File: src/rtl/vga_pkg.sv
// vga_pkg: default 640x480@60 timing constants, frame totals and the shared coordinate type.
package vga_pkg;
   localparam int DEF_H_ACTIVE = 640;
   localparam int DEF_H_FRONT  = 16;
   localparam int DEF_H_SYNC   = 96;
   localparam int DEF_H_BACK   = 48;
   localparam int DEF_V_ACTIVE = 480;
   localparam int DEF_V_FRONT  = 10;
   localparam int DEF_V_SYNC   = 2;
   localparam int DEF_V_BACK   = 33;
   localparam int H_TOTAL = DEF_H_ACTIVE + DEF_H_FRONT + DEF_H_SYNC + DEF_H_BACK;
   localparam int V_TOTAL = DEF_V_ACTIVE + DEF_V_FRONT + DEF_V_SYNC + DEF_V_BACK;

   typedef logic [9:0] coord_t;

   // True when v lies in [lo, lo+len-1].
   function automatic logic in_window(input coord_t v, input int lo, input int len);
      return (v >= coord_t'(lo)) && (v < coord_t'(lo + len));
   endfunction
endpackage

File: src/rtl/vga_timing_gen_counter.sv
// vga_counter: wrap-around coordinate counter with enable, wrap pulse and next-value lookahead.
module vga_counter
   import vga_pkg::*;
#(
   parameter int MAX = 800
)(
   input  logic   clk,
   input  logic   rst,
   input  logic   i_en,
   output coord_t o_count,
   output coord_t o_next,
   output logic   o_wrap
);
   coord_t r_count;
   logic   w_last;

   assign w_last  = (r_count == coord_t'(MAX - 1));
   assign o_wrap  = i_en & w_last;
   assign o_next  = !i_en ? r_count : (w_last ? '0 : r_count + 10'd1);
   assign o_count = r_count;

   always_ff @(posedge clk or negedge rst)
      if (!rst) r_count <= '0;
      else      r_count <= o_next;
endmodule

File: src/rtl/vga_timing_gen.sv
// vga_timing_gen: VGA raster counters with registered sync/blank/frame-start outputs.
// Define VGA_CLKDIV_EN to run the pixel tick at half the clk rate.
module vga_timing_gen
   import vga_pkg::*;
#(
   parameter int H_ACTIVE = DEF_H_ACTIVE,
   parameter int H_FRONT  = DEF_H_FRONT,
   parameter int H_SYNC   = DEF_H_SYNC,
   parameter int H_BACK   = DEF_H_BACK,
   parameter int V_ACTIVE = DEF_V_ACTIVE,
   parameter int V_FRONT  = DEF_V_FRONT,
   parameter int V_SYNC   = DEF_V_SYNC,
   parameter int V_BACK   = DEF_V_BACK
)(
   input  logic   clk,
   input  logic   rst,
   output logic   pixel_tick,
   output coord_t pixelx,
   output coord_t pixely,
   output logic   hsync,
   output logic   vsync,
   output logic   video_on,
   output logic   frame_start
);
   localparam int H_TOT = H_ACTIVE + H_FRONT + H_SYNC + H_BACK;
   localparam int V_TOT = V_ACTIVE + V_FRONT + V_SYNC + V_BACK;

   logic   r_tick;
   logic   r_hsync;
   logic   r_vsync;
   logic   r_video;
   logic   r_frame;
   coord_t w_hnext;
   coord_t w_vnext;
   logic   w_hwrap;
   logic   w_vwrap;

   // r_tick doubles as the 1-bit divider when the half-rate pixel clock is enabled.
   always_ff @(posedge clk or negedge rst)
      if (!rst) r_tick <= 1'b0;
`ifdef VGA_CLKDIV_EN
      else      r_tick <= ~r_tick;
`else
      else      r_tick <= 1'b1;
`endif

   vga_counter #(.MAX(H_TOT)) u_hcnt (
      .clk     (clk),
      .rst     (rst),
      .i_en    (r_tick),
      .o_count (pixelx),
      .o_next  (w_hnext),
      .o_wrap  (w_hwrap)
   );

   vga_counter #(.MAX(V_TOT)) u_vcnt (
      .clk     (clk),
      .rst     (rst),
      .i_en    (w_hwrap),
      .o_count (pixely),
      .o_next  (w_vnext),
      .o_wrap  (w_vwrap)
   );

   // Decoding the lookahead values keeps these flops aligned with the counters.
   always_ff @(posedge clk or negedge rst)
      if (!rst) begin
         r_hsync <= 1'b1;
         r_vsync <= 1'b1;
         r_video <= 1'b0;
         r_frame <= 1'b0;
      end else begin
         r_hsync <= !in_window(w_hnext, H_ACTIVE + H_FRONT, H_SYNC);
         r_vsync <= !in_window(w_vnext, V_ACTIVE + V_FRONT, V_SYNC);
         r_video <= (w_hnext < coord_t'(H_ACTIVE)) && (w_vnext < coord_t'(V_ACTIVE));
         r_frame <= w_vwrap;
      end

   assign pixel_tick  = r_tick;
   assign hsync       = r_hsync;
   assign vsync       = r_vsync;
   assign video_on    = r_video;
   assign frame_start = r_frame;
endmodule

File: config.mk
export PLATFORM = sky130hd
export DESIGN_NAME = vga_timing_gen
export DESIGN_NICKNAME = d
export VERILOG_FILES = /design/src/rtl/vga_pkg.sv /design/src/rtl/vga_timing_gen_counter.sv /design/src/rtl/vga_timing_gen.sv
export SDC_FILE = /design/constraint.sdc
export NUM_CORES = 1
export LEC_CHECK = 0
export ABC_AREA = 1
export CAP_MARGIN = 10
export CELL_PAD_IN_SITES_DETAIL_PLACEMENT = 1
export CELL_PAD_IN_SITES_GLOBAL_PLACEMENT = 2
export CORE_ASPECT_RATIO = 2
export CORE_MARGIN = 2
export CORE_UTILIZATION = 32
export CTS_BUF_LIST = sky130_fd_sc_hd__clkbuf_2
export DETAILED_ROUTE_END_ITERATION = 8
export GPL_TIMING_DRIVEN = 0
export HOLD_SLACK_MARGIN = 0.15
export PLACE_DENSITY = 0.84
export RECOVER_POWER = 25
export SLEW_MARGIN = 20
export SYNTH_ARGS = -nofsm -noshare
export SYNTH_HDL_FRONTEND = slang
export SYNTH_SLANG_ARGS = --single-unit
File: constraint.sdc
create_clock -name clk -period 3.85 [get_ports clk]
set_clock_uncertainty 0.1 [all_clocks]
set_input_delay 1.155 -clock clk [delete_from_list [all_inputs] [get_ports clk]]
set_output_delay 1.155 -clock clk [all_outputs]
set_load 0.01 [all_outputs]
==> Yosys cells after proc, flatten, opt, wreduce, memory -nomap -nowiden <==
Cells that the tools add are included.
{ "word_totals": {"in_bits": 2, "memories": 0, "romBits": 0, "reg_bits": 25, "latchBits": 0, "mem_bits_rw": 0} }
{ "classes": {"order_cmp": 6, "div": 0, "reduce_logical": 5, "bitwise_logic": 2, "n_eq_ne": 2, "shift": 0, "muxes": 4, "multipliers": 0, "n_addsub": 2} }
{ "ops": {"columns": ["op", "count"], "rows": [
  ["10-bit 2-to-1 mux", 4],
  ["10-bit by 1-bit adder with 10-bit output, second input constant", 2],
  ["10-bit == test, second input constant", 2],
  ["10-bit less-than comparator, second input constant", 2],
  ["10-bit by 9-bit less-than comparator with 1-bit output, second input constant", 2],
  ["10-bit greater-or-equal comparator, second input constant", 1],
  ["10-bit by 9-bit greater-or-equal comparator with 1-bit output, second input constant", 1],
  ["1-bit logical AND", 3],
  ["1-bit bitwise AND", 2],
  ["1-bit zero test", 2]
]} }

==> Logic depth before layout (Yosys ltp) <==
{ "logic_depth": {"word_depth": 6, "mapped_depth": 12} }

==> By module <==
Synthesis repeated with hierarchy kept, for this count alone.
{ "unflattened": {"cells_unflattened": 172, "area_unflattened_um2": 1362.6} }
{ "modules_own_cells": {"columns": ["mod", "n_inst", "cells_each", "area_per_inst_um2", "seq_area_each_um2"], "rows": [
  ["vga_counter at u_vcnt", 1, 80, 603.1, 250.2],
  ["vga_counter at u_hcnt", 1, 66, 536.8, 250.2],
  ["vga_timing_gen", 1, 26, 222.7, 127.6]
]} }

==> Least setup slack after synthesis <==
OpenSTA, ideal clock, no wires.
{ "synth_path": {"path_type": "reg2out", "startpoint": "reg r_hsync (netlist: hsync)", "endpoint": "out hsync", "setup_slack_ns": 2.075, "path_buffers": 0, "arrival_time_ns": 0.520, "stages_incl_launch_ff": 1, "path_cell_list": "dfstp_2"} }
{ "synth_lines": {"columns": ["item", "line_no", "rtl"], "rows": [
  ["start: declaration", "vga_timing_gen.sv:29", "logic r_hsync;"],
  ["start signal: assignment", "vga_timing_gen.sv:73", "r_hsync <= !in_window(w_hnext, H_ACTIVE + H_FRONT, H_SYNC);"],
  ["end: declaration", "vga_timing_gen.sv:20", "output logic hsync,"]
]} }
No word-level cell between the ends.

==> Final worst setup path <==
{ "layout_path": {"startpoint": "reg u_vcnt.r_count[0] (netlist: u_vcnt.o_count[0])", "endpoint": "out pixely[0]"} }
{ "layout_lines": {"columns": ["item", "line_no", "rtl"], "rows": [
  ["start: declaration", "vga_timing_gen_counter.sv:14", "coord_t r_count;"],
  ["start signal: assignment", "vga_timing_gen_counter.sv:24", "else r_count <= o_next;"],
  ["end: declaration", "vga_timing_gen.sv:19", "output coord_t pixely,"]
]} }
No word-level cell between the ends.

==> metrics.yaml <==
wl_met2_um: 2727
required_ns: 2.59
grt.total_usage_pct: 18.13
clock_latency_ns: 0.37
grt_max_degree: 26
clk_pin_slew_worst_paths_ns: 0.25
syn_area_um2: 1580
final_max_slew_viol_count: 0
p_total_w: 0.0007388
worst_path_max_delay_cell: "clkdlybuf4s50_1"
fin_crit_ns: 2.802
die_y_um: 103.4
tightest_slew_ns: 1.435
grt_pass1_wl_um: 7327
detail_route.first_pass.iterations: 4
pin_count: 27
endpoint_kind: "primary output"
wl_met1_um: 1505
initial_core_util_pct: 32.79
min_from: "u_hcnt.o_count[0]$_DFF_PN0_"
path_cells: "clkdlybuf4s50_1"
dp_hpwl_um: 3535
core-area_um2: 4820
cap_violations: 0
synth_cell_types: 24
outcome: "complete, no violations"
synthCells: 230
viasPerCell: 4.779
dp_cells: 313
cp_max_fo: 9
chipWidth_um: 53.69
reg2reg_from: "u_vcnt.o_count[0]$_DFF_PN0_"
wirelength_um: 4374
ys.flop_type: "dfrtp_1"
grt_overflow_total: 0
synth_nets: 235
htreeDepth: 1
clockBufferDepth: 2
startpoint_type: "flop"
ys_seq_elements: 25
post_cts_buffers: 0
drc_errors: 0
holdBufCountCts: 0
path_delay_family: "buffers and inverters"
numCtsBuffers: 3
top_layer_used: "met4"
rsz0062_at_grt: "no"
hold_path_class: "flop to flop"
synth_edf_count: 0
wl_met3_um: 63
yosysSeqAreaShare_pct: 39.75
powerDensity_nw_per_um2: 383.7
yosys_warnings: 0
fillers: 637
multi_input_area_um2: 769.5
ant_nets: 0
wl_per_cell_um: 13.80
max_freq_mhz: 356.9
timing.final.crit_share_pct: 72.78
setup_ws_ns: 1.048
fin_tns_setup_ns: 0
place_ws_ns: 1.514
drive_gt1_share_pct: 11.92
async_reset_ff_share_pct: 100.0
cp.buffers_inverters: 1
hold-worst-slack_ns: 0.4581
antennaDiodeCount: 0
first_iter_violations: 17
p_leak_nw: 1.011
vias: 1515
grt_pass1_vias: 1594
dieArea_um2: 5550
cts_tree: "yes"
register_area_um2: 628.1
antenna_found_initial: 0
relSlewSlack_pct: 4.338
critPathLaunch: "u_vcnt.o_count[0]$_DFF_PN0_"
io_buffers: 26
worst-setup-path-type: "flop to primary output"
setup_violations: 0
clock_sinks: 25
syn2layout_area_growth_pct: 21.85
cts_resized: 0
hold_viol: 0
nNetsFinal: 266
cts_root_buf: "clkbuf_2"
worst_ep_arrival_time_ns: 1.55
place_congestion: 0.7837
max_stage_delay_ns: 0.60
ir_drop_mv: 0.2985
final_cells: 317
fp-row-count: 36
avgSynthCellArea_um2: 6.871
cell families (layout without fill, tap and decap cells):
kind of cell             count (synthesis)  in the layout  synth area share, %
AO/OA/AOI/OAI                           12             12                3.958
buffers and inverters                   45             75                11.56
adder cells (fa/ha/maj)                  3              3                2.376
AND/OR/NAND/NOR                        141            141                40.46
other                                    1              1               0.2373
flip-flops                              25             25                39.75
XOR/XNOR                                 3              3                1.663
report_power, final:
part	switching (W)	internal, W	total, W
sequential	0.0000522	0.000304	0.000357
combinational	0.000149	0.000122	0.000271
clock	0.0000840	0.0000274	0.000111
synth_stat cells, types with 4 or more instances:
| cell type | count | area [µm²] |
|---|---|---|
| nand3_1 | 23 | 115.1 |
| nand2_1 | 71 | 266.5 |
| o21ai_0 | 7 | 35.03 |
| inv_2 | 7 | 26.28 |
| nor2_1 | 26 | 97.59 |
| nand4_1 | 4 | 25.02 |
| nor2_2 | 6 | 37.54 |
| dfrtp_1 | 23 | 575.6 |
| inv_1 | 35 | 131.4 |
through the flow:
step           cell area, µm²  utilization (%)
6_report                 1926            39.95
5_1_grt                  1926            39.95
4_1_cts                  1927            39.98
3_5_place_dp             1907            39.56
3_3_place_gp             1912            39.67
2_1_floorplan            1580                -
final timing paths:
check                                                   end  slack (ns)  cells past startpoint
max in group asynchronous       u_vcnt.o_count[5]$_DFF_PN0_        1.85                      1
worst max-delay path                              pixely[0]        1.05                      1
min in group asynchronous       u_hcnt.o_count[4]$_DFF_PN0_        0.97                      1
worst min-delay path            u_hcnt.o_count[0]$_DFF_PN0_        0.46                      1
worst max register to register           video_on$_DFF_PN0_        1.89                     10
worst min register to register  u_hcnt.o_count[0]$_DFF_PN0_        0.46                      1
layout by cell type, fill, tap and decap left out, types with 2 or more instances in the layout:
master and instances:
a21oi_1 3, clkbuf_2 4, clkdlybuf4s50_1 25, dfrtp_1 23, dfstp_2 2, ha_1 3
inv_1 35, inv_2 7, nand2_1 71, nand2_2 3, nand3_1 23, nand4_1 4
nand4_2 2, nor2_1 26, nor2_2 6, nor2_4 3, nor3_1 2, o21ai_0 7
xor2_1 3
layer usage:
layer | vias up | track usage (%)
li1 | 762 | -
met1 | 724 | 17.20
met2 | 22 | 37.99
met3 | 7 | 0.8621
met4 | 0 | 5.523
met5 | - | 0
registers in the layout, indices dropped and copies added, names as in the netlist:
signal	flops
u_hcnt.o_count	10
pixel_tick	1
u_vcnt.o_count	10
video_on	1
hsync	1
frame_start	1
vsync	1
area by class of cell:
| type | instances | share of cell area, % |
|---|---|---|
| clock buffer | 4 | 1.040 |
| tap | 57 | 3.704 |
| sequential | 25 | 32.62 |
| timing repair buffer | 26 | 13.19 |
| buffer | 2 | 0.9747 |
| inverter | 43 | 8.512 |
| multi-input combinational | 160 | 39.96 |
Note: power is estimated with default switching activity, not from simulation.
